$ cat src/rtl/hazard_unit.sv
// -----------------------------------------------------------------------------
// hazard_unit
//   Pipeline hazard and stall controller for the 5-stage MIPS core. It takes
//   the per-stage control bits produced by the decode controller and returns
//   the stall/flush controls for every pipeline register. It also produces
//   the operand forwarding selects for the E-stage ALU and the D-stage branch
//   comparator. It sequences two multi-cycle interlocks:
//     - a HI/LO divide busy interlock, which holds E for DIV_CYCLES cycles
//     - a data-SRAM wait FSM, which holds M until the SRAM acknowledges
//
// Parameters
//   RW          register address width
//   DIV_CYCLES  stall cycles for a div/divu resident in E (>= 2)
//   CNT_W       divide counter width, must hold DIV_CYCLES-1
//
// Ports
//   clk, rst                       core clock, synchronous active-high reset
//   i_rsD, i_rtD                   D-stage source registers
//   i_rsE, i_rtE                   E-stage source registers
//   i_writeregE/M/W                destination register per stage
//   i_regwriteE/M/W                stage writes the GPR file
//   i_memtoregE/M                  stage holds a load
//   i_branchD, i_jrD               branch / jr-jalr in D (resolved in D)
//   i_div_startE                   div/divu resident in E
//   i_dmem_reqM, i_dmem_okM        data SRAM request in M / SRAM acknowledge
//   o_forwardAE, o_forwardBE       00 regfile, 10 M ALU result, 01 W result
//   o_forwardAD, o_forwardBD       forward the M ALU result to the D comparator
//   o_stallF..o_stallW             hold the stage register
//   o_flushE, o_flushM, o_flushW   insert a bubble into the stage register
//   o_div_doneE                    one-cycle pulse: divide result valid
// -----------------------------------------------------------------------------
module hazard_unit #(
    parameter int RW         = 5,
    parameter int DIV_CYCLES = 32,
    parameter int CNT_W      = 6
) (
    input  logic          clk,
    input  logic          rst,
    input  logic [RW-1:0] i_rsD,
    input  logic [RW-1:0] i_rtD,
    input  logic [RW-1:0] i_rsE,
    input  logic [RW-1:0] i_rtE,
    input  logic [RW-1:0] i_writeregE,
    input  logic [RW-1:0] i_writeregM,
    input  logic [RW-1:0] i_writeregW,
    input  logic          i_regwriteE,
    input  logic          i_regwriteM,
    input  logic          i_regwriteW,
    input  logic          i_memtoregE,
    input  logic          i_memtoregM,
    input  logic          i_branchD,
    input  logic          i_jrD,
    input  logic          i_div_startE,
    input  logic          i_dmem_reqM,
    input  logic          i_dmem_okM,
    output logic [1:0]    o_forwardAE,
    output logic [1:0]    o_forwardBE,
    output logic          o_forwardAD,
    output logic          o_forwardBD,
    output logic          o_stallF,
    output logic          o_stallD,
    output logic          o_stallE,
    output logic          o_stallM,
    output logic          o_stallW,
    output logic          o_flushE,
    output logic          o_flushM,
    output logic          o_flushW,
    output logic          o_div_doneE
);

    localparam logic [CNT_W-1:0] DIV_LAST = CNT_W'(DIV_CYCLES - 1);

    typedef enum logic {
        DIV_IDLE,
        DIV_BUSY
    } div_state_t;

    typedef enum logic {
        M_IDLE,
        M_WAIT
    } mem_state_t;

    div_state_t       r_div_state;
    div_state_t       w_div_next;
    logic [CNT_W-1:0] r_cnt;
    logic [CNT_W-1:0] w_cnt_next;
    mem_state_t       r_mem_state;
    mem_state_t       w_mem_next;

    logic w_memstall;
    logic w_divstall;
    logic w_div_done;
    logic w_lwstall;
    logic w_brstall;
    logic w_br_hitE;
    logic w_br_hitM;

    // E-stage forwarding select for one source operand; the newest producer
    // (M) wins over the older one (W), and $0 is never forwarded.
    function automatic logic [1:0] fwd_sel_e(
        input logic [RW-1:0] src,
        input logic          regwrite_m,
        input logic [RW-1:0] writereg_m,
        input logic          regwrite_w,
        input logic [RW-1:0] writereg_w
    );
        logic [1:0] sel;
        sel = 2'b00;
        if (src != '0) begin
            if (regwrite_m && (writereg_m == src))
                sel = 2'b10;
            else if (regwrite_w && (writereg_w == src))
                sel = 2'b01;
        end
        return sel;
    endfunction

    // ---------------------------------------------------------------------
    // Forwarding selects (purely combinational)
    // ---------------------------------------------------------------------
    always_comb begin
        o_forwardAE = fwd_sel_e(i_rsE, i_regwriteM, i_writeregM, i_regwriteW, i_writeregW);
        o_forwardBE = fwd_sel_e(i_rtE, i_regwriteM, i_writeregM, i_regwriteW, i_writeregW);
        o_forwardAD = (i_rsD != '0) && i_regwriteM && (i_writeregM == i_rsD);
        o_forwardBD = (i_rtD != '0) && i_regwriteM && (i_writeregM == i_rtD);
    end

    // ---------------------------------------------------------------------
    // Load-use and branch interlocks
    // ---------------------------------------------------------------------
    always_comb begin
        w_lwstall = i_memtoregE && ((i_rtE == i_rsD) || (i_rtE == i_rtD));

        // jr/jalr only reads rs in D; a branch compares rs and rt.
        w_br_hitE = i_regwriteE && (i_writeregE != '0) &&
                    ((i_writeregE == i_rsD) || (i_branchD && (i_writeregE == i_rtD)));
        // A load in M cannot forward its data to D, so it must also wait.
        w_br_hitM = i_memtoregM && (i_writeregM != '0) &&
                    ((i_writeregM == i_rsD) || (i_branchD && (i_writeregM == i_rtD)));

        w_brstall = (i_branchD || i_jrD) && (w_br_hitE || w_br_hitM);
    end

    // ---------------------------------------------------------------------
    // Data-SRAM wait FSM
    // ---------------------------------------------------------------------
    always_comb begin
        w_mem_next = r_mem_state;
        w_memstall = 1'b0;
        case (r_mem_state)
            M_IDLE: begin
                // An acknowledge in the request cycle costs no stall.
                w_memstall = i_dmem_reqM && !i_dmem_okM;
                if (w_memstall)
                    w_mem_next = M_WAIT;
            end
            M_WAIT: begin
                // The stall is released in the acknowledge cycle itself.
                w_memstall = !i_dmem_okM;
                if (i_dmem_okM)
                    w_mem_next = M_IDLE;
            end
            default: begin
                w_mem_next = M_IDLE;
            end
        endcase
    end

    always_ff @(posedge clk) begin
        if (rst)
            r_mem_state <= M_IDLE;
        else
            r_mem_state <= w_mem_next;
    end

    // ---------------------------------------------------------------------
    // Divide busy FSM
    // ---------------------------------------------------------------------
    always_comb begin
        w_div_next = r_div_state;
        w_cnt_next = r_cnt;
        w_divstall = 1'b0;
        w_div_done = 1'b0;
        case (r_div_state)
            DIV_IDLE: begin
                if (i_div_startE) begin
                    w_divstall = 1'b1;
                    w_cnt_next = DIV_LAST;
                    w_div_next = DIV_BUSY;
                end
            end
            DIV_BUSY: begin
                if (r_cnt != '0) begin
                    w_divstall = 1'b1;
                    w_cnt_next = r_cnt - 1'b1;
                end else begin
                    // div_startE is deliberately ignored here: the divide
                    // that just finished is still the one sitting in E.
                    w_div_done = 1'b1;
                    w_div_next = DIV_IDLE;
                end
            end
            default: begin
                w_div_next = DIV_IDLE;
            end
        endcase
    end

    // The divider is frozen while memory holds the pipe, so a done pulse
    // that would fall inside a memory wait is deferred, not lost.
    always_ff @(posedge clk) begin
        if (rst) begin
            r_div_state <= DIV_IDLE;
            r_cnt       <= '0;
        end else if (!w_memstall) begin
            r_div_state <= w_div_next;
            r_cnt       <= w_cnt_next;
        end
    end

    // ---------------------------------------------------------------------
    // Stall / flush priority: memory > divide > load-use/branch
    // ---------------------------------------------------------------------
    always_comb begin
        o_stallF    = 1'b0;
        o_stallD    = 1'b0;
        o_stallE    = 1'b0;
        o_stallM    = 1'b0;
        o_stallW    = 1'b0;
        o_flushE    = 1'b0;
        o_flushM    = 1'b0;
        o_flushW    = 1'b0;
        o_div_doneE = 1'b0;
        if (!rst) begin
            if (w_memstall) begin
                o_stallF = 1'b1;
                o_stallD = 1'b1;
                o_stallE = 1'b1;
                o_stallM = 1'b1;
                o_flushW = 1'b1;
            end else if (w_divstall) begin
                o_stallF = 1'b1;
                o_stallD = 1'b1;
                o_stallE = 1'b1;
                o_flushM = 1'b1;
            end else begin
                o_div_doneE = w_div_done;
                if (w_lwstall || w_brstall) begin
                    o_stallF = 1'b1;
                    o_stallD = 1'b1;
                    o_flushE = 1'b1;
                end
            end
        end
    end

endmodule

$ cat config.mk
export PLATFORM = sky130hd
export DESIGN_NAME = hazard_unit
export DESIGN_NICKNAME = d
export VERILOG_FILES = /design/src/rtl/hazard_unit.sv
export SDC_FILE = /design/constraint.sdc
export NUM_CORES = 1
export LEC_CHECK = 0
export BUFFER_PORTS_ARGS = -buffer_cell sky130_fd_sc_hd__buf_2
export CAP_MARGIN = 5
export CORE_ASPECT_RATIO = 1.2
export CORE_MARGIN = 1.5
export CORE_UTILIZATION = 50
export CTS_CLUSTER_DIAMETER = 30
export CTS_CLUSTER_SIZE = 8
export DETAILED_ROUTE_END_ITERATION = 7
export GPL_TIMING_DRIVEN = 0
export HOLD_SLACK_MARGIN = 0.03
export PLACE_DENSITY_LB_ADDON = 0.15
export SLEW_MARGIN = 20
export SYNTH_ARGS = -nofsm -noshare
export SYNTH_HDL_FRONTEND = slang
export SYNTH_SLANG_ARGS = --single-unit
$ cat constraint.sdc
create_clock -name clk -period 4.7 [get_ports clk]
set_input_delay 0.94 -clock clk [delete_from_list [all_inputs] [get_ports clk]]
set_output_delay 0.94 -clock clk [all_outputs]
set_load 0.03 [all_outputs]
==> results.md, run 1 <==
- The global-route usage over all layers is 24.7%.
- The cell count after placement is about 240.
- From synthesis to final layout, the design area changed by 25.5%.
- The worst-case clock buffer depth is 2.
- The net total in the final layout is approximately 260.
- In the finished design, the share of the clock period the worst path needs comes to 73.3%.
- The first-pass GRT wire length is roughly 5.5 mm.
- The post-synthesis register bit count is 8.
- The post-route antenna net violation count is 0.
- The total count of max-transition violations in the final report is 0.
- The top cell types in the final layout, fill and taps aside, are 52 x buf_2, 24 x xnor2_1, 23 x xor2_1.
- The detailed router put a total of 1.26 mm of wire on met1.
- The pre-antenna-repair detailed-routing pass consisted of 4 iterations.
- The post-CTS setup repair buffer count is 0.
- The most common cell after layout, fill and taps aside is buf_2.
- The placer's final routability congestion estimate is approximately 0.8.
- Setup repair after global routing left no endpoint under its margin.
- The repair_antennas step left the layout with diodes totalling 0.
- The maximum fanout along the worst path is 5.
- STA classifies the critical path startpoint as an input pin.
- On the final layout, the worst hold slack is a little over 500 ps.
- The CTS tree is built.
- The length of routed met3 wiring is ~120 microns.
- The clock root buffer is clkbuf_4.
- Counting both buffers and inverters, the worst setup path holds a total of 2.
- The number of global-route vias before repair is 1281.
- For this design the static power due to leakage is 0.669 nW.
- The worst setup path category is input pin to primary output.
- The top-level I/O count is between 60 and 70.
- Yosys attributes the largest share of cell area to xnor2_1 17%, xor2_1 16%, dfxtp_1 13%.
- The post-cts resize count is 0.
- The total number of yosys warnings is 0.
- After synthesis, the largest area contributor takes up 16.9% of total cell area.
- The tree built by TritonCTS fans out to 8 sinks.
- The total die area is 2790 sq um.
- The clock period minus final worst setup slack is 3450 ps.
- The clock skew is ~1.7 ps.
- The count of filler cells inserted in the layout is 225.
- Using the TritonRoute via totals, the vias-per-cell ratio works out to around 5.4.
- IR analysis of the VDD net gives a maximum drop of 0.166 mV.
- The synthesized netlist cell count is 160.
- The highest cell delay on the worst timing path is 370 ps.
- Synthesis produced a netlist with a net count of 208.
- The number of distinct standard cells referenced by the synthesized netlist is just under 50.
- The count of hold-fix buffers inserted at cts is 0.
- In this run the power density over the cells is 187 nW/um^2.
- Traced cell by cell, the critical path runs through clkbuf_1 > xnor2_1 > nand3_1 > nor3_4 > o21ai_2 > a2111oi_2 > buf_2.
- The critical path capture point type is a primary output.
- The floorplan step defined a core boundary enclosing 2330 sq um.
- The worst hold path belongs to the class register to register.
- The post-synthesis sequential area ratio is 12.9%.
- Once the floorplan was initialized, standard cells occupied 53.3% of the core.
- Summed over all layers, the routed wires come to 3.16 mm.
- The fmax is 290 MHz.
- At the later pin of the worst-skew pair, clock insertion delay measures 260 ps.
- The die extent in x is 48.5 microns.
- Clock-pin slew was measured on the worst setup and hold paths at 50 ps.
- Among cell families on the critical path, the largest total delay comes from buffers and inverters.
- The slowest stage of the critical path belongs to the cell a2111oi_2.
- The number of port buffers is 51.
- After detailed routing, the average wire length per cell comes to 12.9 microns.
- For the worst setup path, the data arrival time is 2510 ps.
- The global-route congestion overflow total is 0.
- The maximum number of pins on one net before global-route repair is 11.
- The final routed DRC violation total is 0.
- In this run, CTS created clock tree buffers numbering 3.
- The height of the die is 57.6 microns.
- After synthesis, the mean cell area works out to 7.76 sq um.
- The post-route netlist has about 33% of its cells at a drive strength greater than 1.
- Summed over all nets, wire length on met2 after detailed routing comes to 1.71 mm.
- The HPWL after detailed placement is 2.61 mm.
- The area of combinational cells with multiple inputs is 982 sq um.
- The cell area after synthesis is ~1200 sq um.
- The number of design-rule violations left by the first detailed-router iteration is 21.
- For this block, the via count after detailed routing is 1315.
- The cell row count is 19.
- The initial antenna violation count was 0.
- After detailed routing, no signal wire sits above met4.
- Leaving out filler cells and counting taps, the final layout contains 245.
- The count of final hold-check violations is 0.
- In the final layout, flip-flops and latches occupy 160 sq um.
- The total of endpoints with negative setup slack in the final report is 0.
- The aggregate negative setup slack is 0 ps.
- Cells fill 66.9% of the core in the end.
- The run finished with clean final reports.
- The required time reported for the critical path endpoint is around 3800 ps.
- xnor2_1 takes more of the synthesized area than any other cell.
- Across the run, the number of max-cap violations was 0.
- In this run the number of H-tree levels came out at 1.
-- metal layers --
metal  up-vias  track usage [%]
li1        669                -
met1       608             27.0
met2        31             48.2
met3         7             1.57
met4         0             11.8
met5         -                0
-- final cells by class --
type / count / area share [%]
timing repair buffer: 51 / 16.4
tap: 31 / 2.49
inverter: 6 / 1.45
sequential: 8 / 10.3
buffer: 14 / 4.90
clock buffer: 3 / 1.45
multi-input combinational: 132 / 63.1
-- registers in the layout, summed over array words and instances, names as in the netlist --
register     count
r_div_state      1
r_mem_state      1
r_cnt            6
-- through the flow --
stage	setup WS (ps)	total power, mW	instance area [sq um]
after global placement	1310	0.231	1540
final	1250	0.291	1560
after floorplan	1130	0.189	1240
after detailed placement	1270	0.236	1540
after CTS	1260	0.294	1560
after global routing	1150	0.312	1560
-- final timing paths --
kind | from | end | slack [ps] | cells after the start
worst max register to register | r_cnt[0] | r_cnt[2] | 2950 | 6
worst max-delay path | i_writeregM[1] | o_flushE | 1250 | 7
worst min-delay path | r_cnt[0] | r_cnt[0] | 520 | 1
worst min register to register | r_cnt[0] | r_cnt[0] | 520 | 1
-- synth_stat cells (all sizes together) --
master and n:
a21o 1, a31oi 1, or4 3, or2b 1, a2bb2oi 1, a2111oi 1
a21boi 1, nor3b 3, o21ba 1, inv 6, nand4 1, o21ai 5
o31ai 1, a221o 1, nor4 6, clkbuf 8, xor2 23, and3 1
buf 6, nand2 5, o2111ai 1, o221ai 1, a22oi 1, o311a 1
conb 1, ha 1, nor4b 1, nor2b 2, a21oi 4, and2 1
o22ai 1, nand2b 1, a311oi 2, a211oi 4, dfxtp 8, xnor2 24
nor3 9, nor2 11, a32oi 1, nand3 7, or3 2
-- cell families after synthesis --
kind of cell,Yosys count,share of synthesized area [%]
XOR/XNOR,47,33.2
flip-flops,8,12.9
other,1,0.302
buffers and inverters,20,7.96
AND/OR/NAND/NOR,54,25.5
AO/OA/AOI/OAI,29,19.2
adder cells (fa/ha/maj),1,1.01
-- report_power, final --
part / switching [mW] / internal (mW) / total, mW
combinational: 0.0855 / 0.0669 / 0.152
clock: 0.0263 / 0.0294 / 0.0557
sequential: 0.00772 / 0.0751 / 0.0828
total: 0.119 / 0.171 / 0.291
Power figures use the tool's default switching activity.
==> inputs of run 2 (changes only) <==
--- a/config.mk
+++ b/config.mk
@@ -9,7 +9,7 @@
 export CAP_MARGIN = 5
 export CORE_ASPECT_RATIO = 1.2
 export CORE_MARGIN = 1.5
-export CORE_UTILIZATION = 50
+export CORE_UTILIZATION = 46
 export CTS_CLUSTER_DIAMETER = 30
 export CTS_CLUSTER_SIZE = 8
 export DETAILED_ROUTE_END_ITERATION = 7
==> constraint.sdc (replaced) <==
create_clock -name clk -period 3.6 [get_ports clk]
set_input_delay 0.72 -clock clk [delete_from_list [all_inputs] [get_ports clk]]
set_output_delay 0.72 -clock clk [all_outputs]
set_load 0.03 [all_outputs]
==> run 2 against run 1 <==
Non-clock buffer count unchanged. Sequential cell count unchanged. Largest cell class unchanged. Largest power group unchanged. Clock skew up 3.2 ps. Wire length up 1.3%. Worst setup slack worse by 670 ps. Combinational power up 32%. Count of clock-buffer cells in the layout unchanged. Sequential power up 30%. Worst hold slack worse by 4.0 ps. Via count down 0.91%. Die area up 8.2%. Global-route usage down 2.9 points.
==> results.md, run 2 (synthesis results as in run 1) <==
- The diode insertion count for antenna repair is 0.
- The fmax is 332 MHz.
- Once detail routing completed, the nets flagged for antenna violations numbered 0.
- The design draws 380 uW.
- The top metal layer carrying routed signals is met4.
- For this design, the sink count on the clock tree is 8.
- Traced cell by cell, the critical path runs through clkbuf_1 > xnor2_1 > nand3_1 > nor3_4 > o21ai_2 > a2111oi_2 > buf_2.
- On the critical path, the stage with the largest delay is an instance of a2111oi_2.
- The HPWL after detailed placement is 2.61 mm.
- The final period utilization is 83.7%.
- The flow ran to the end, and the final reports show no timing, DRC or antenna violations.
- Dividing total power by cell area gives a power density of 244 nW/um^2.
- Hold timing on the final database bottoms out at a slack of 516 ps.
- The placer's final routability congestion estimate is 0.804.
- The clock root buffer is clkbuf_4.
- The initial antenna violation count was 0.
- The average wire per cell in the routed design is 12.9 microns.
- Data on the critical path is required at its endpoint by 2880 ps.
- The number of port buffers is just over 50.
- The leakage power summed over all cells is 0.669 nW.
- The global-route congestion overflow total is 0.
- The cell row count is 20.
- The CTS tree is built.
- In the final layout, the registers with the most flip-flops are r_cnt x6, r_div_state x1, r_mem_state x1.
- After detailed routing, the met3 layer carries 124 microns of wire.
- The aggregate negative setup slack is 0 ps.
- From synthesis to final layout, the design area changed by 25.7%.
- Before antenna repair, the detailed router went through 4 iterations.
- Wires add up to 3.20 mm.
- The total die area is approximately 3000 sq um.
- The clock reaches the later pin of the worst-skew pair after 270 ps.
- Using the TritonRoute via totals, the vias-per-cell ratio works out to 5.28.
- In this run, the number of DRC markers left after iteration 0 of detailed routing was 29.
- STA classifies the critical path endpoint as a primary output.
- The tool flagged a number of max-cap violations equal to 0.
- The number of gates resized after CTS was 0.
- Setup repair after global routing left no endpoint under its margin.
- 62 I/O pins were placed.
- The die extent in x is 50.4 microns.
- The via count is 1303.
- The worst setup path is launched from an input pin.
- Leaving out fill and tap cells, the most frequent cells in the layout are 52 x buf_2, 24 x xnor2_1, 23 x xor2_1.
- The highest cell delay on the worst timing path is 370 ps.
- The register with the most flip-flops in the layout has 6 of them.
- The count of hold-fix buffers inserted at cts is 0.
- TritonCTS created 3 clock buffers.
- The count of final hold-check violations is 0.
- The height of the die is 59.9 microns.
- The total of endpoints with negative setup slack in the final report is 0.
- The routed length on met2 is 1.66 mm.
- The count of filler cells inserted in the layout is 271.
- Entering global routing, the biggest net connects 11 pins.
- The length of routed wiring on met1 is 1.36 mm.
- In the routed design, unresolved DRC markers number 0.
- The library cell used most frequently in the layout, excluding fill and tap cells, is buf_2.
- The clock skew is 4.87 ps.
- The worst min-delay path class is register to register.
- The global-route usage over all layers is 21.7%.
- The worst-case clock buffer depth is 2.
- CTS built an H-tree with a depth of 1.
- For this configuration, the core starts out at a cell density of 48.6%.
- The worst setup path is of the input pin to primary output kind.
- The clock edge transition at the registers on the reported setup and hold paths is 50 ps.
- The net total in the final layout is 264.
- Across the VDD grid, the largest voltage drop is 0.253 mV.
- The standard cell core area is 2550 sq um.
- The total count of max-transition violations in the final report is 0.
- In the final layout, the share of cells above drive strength 1 is 33.2%.
- Counting flops per register, the top entry is r_cnt.
- Buffers added to address setup during post-CTS repair amount to 0.
- The clock period minus final worst setup slack is 3010 ps.
- The maximum fanout along the worst path is 5.
- The number of global-route vias before repair is 1192.
- The first global-routing pass estimated 5.09 mm of wire.
- Data on the critical path arrives at its endpoint at 2290 ps.
## run 2: final cells by class
| type | instances | area, sq um | share of cell area [%] |
|---|---|---|---|
| plain buffers | 14 | 76.3 | 4.89 |
| clock buffers | 3 | 22.5 | 1.44 |
| inverters | 6 | 22.5 | 1.44 |
| well taps | 33 | 41.3 | 2.65 |
| multi-input cells | 132 | 982 | 63.0 |
| repair buffers | 51 | 255 | 16.4 |
| flip-flops and latches | 8 | 160 | 10.3 |
## run 2: worst max-delay path, delay by kind of cell
family | cells | cell delay, ps
buf+inv | 2 | 540
compound gates | 2 | 470
xor+xnor | 1 | 160
simple gates | 2 | 400
## run 2: path summary, 6_finish.rpt
path / from / to / slack, ps / depth (start not counted)
setup / recovery: i_writeregM[1] / o_flushE / 590 / 7
hold / removal: r_cnt[0] / r_cnt[0] / 520 / 1
setup reg to reg: r_cnt[0] / r_cnt[2] / 1830 / 6
hold reg to reg: r_cnt[0] / r_cnt[0] / 520 / 1
## run 2: routing by layer
layer	track usage, %	vias up
met2	41.4	35
met5	0	-
met4	9.65	0
li1	-	671
met3	2.25	5
met1	24.3	592
## run 2: report_power, final
group	leakage, nW	switching (mW)	internal [mW]
registers	0.0664	0.0101	0.0980
clock network	0.0138	0.0341	0.0384
logic	0.589	0.113	0.0873
total	0.669	0.157	0.224
## run 2: stage by stage
step | instances | worst slack [ps] | cell area [sq um] | utilization [%]
after CTS | 247 | 582 | 1560 | 61.1
after floorplan | 160 | 466 | 1240 | -
after global placement | 244 | 647 | 1540 | 60.2
after global routing | 247 | 466 | 1560 | 61.1
final | 247 | 585 | 1560 | 61.1
after detailed placement | 244 | 590 | 1540 | 60.2
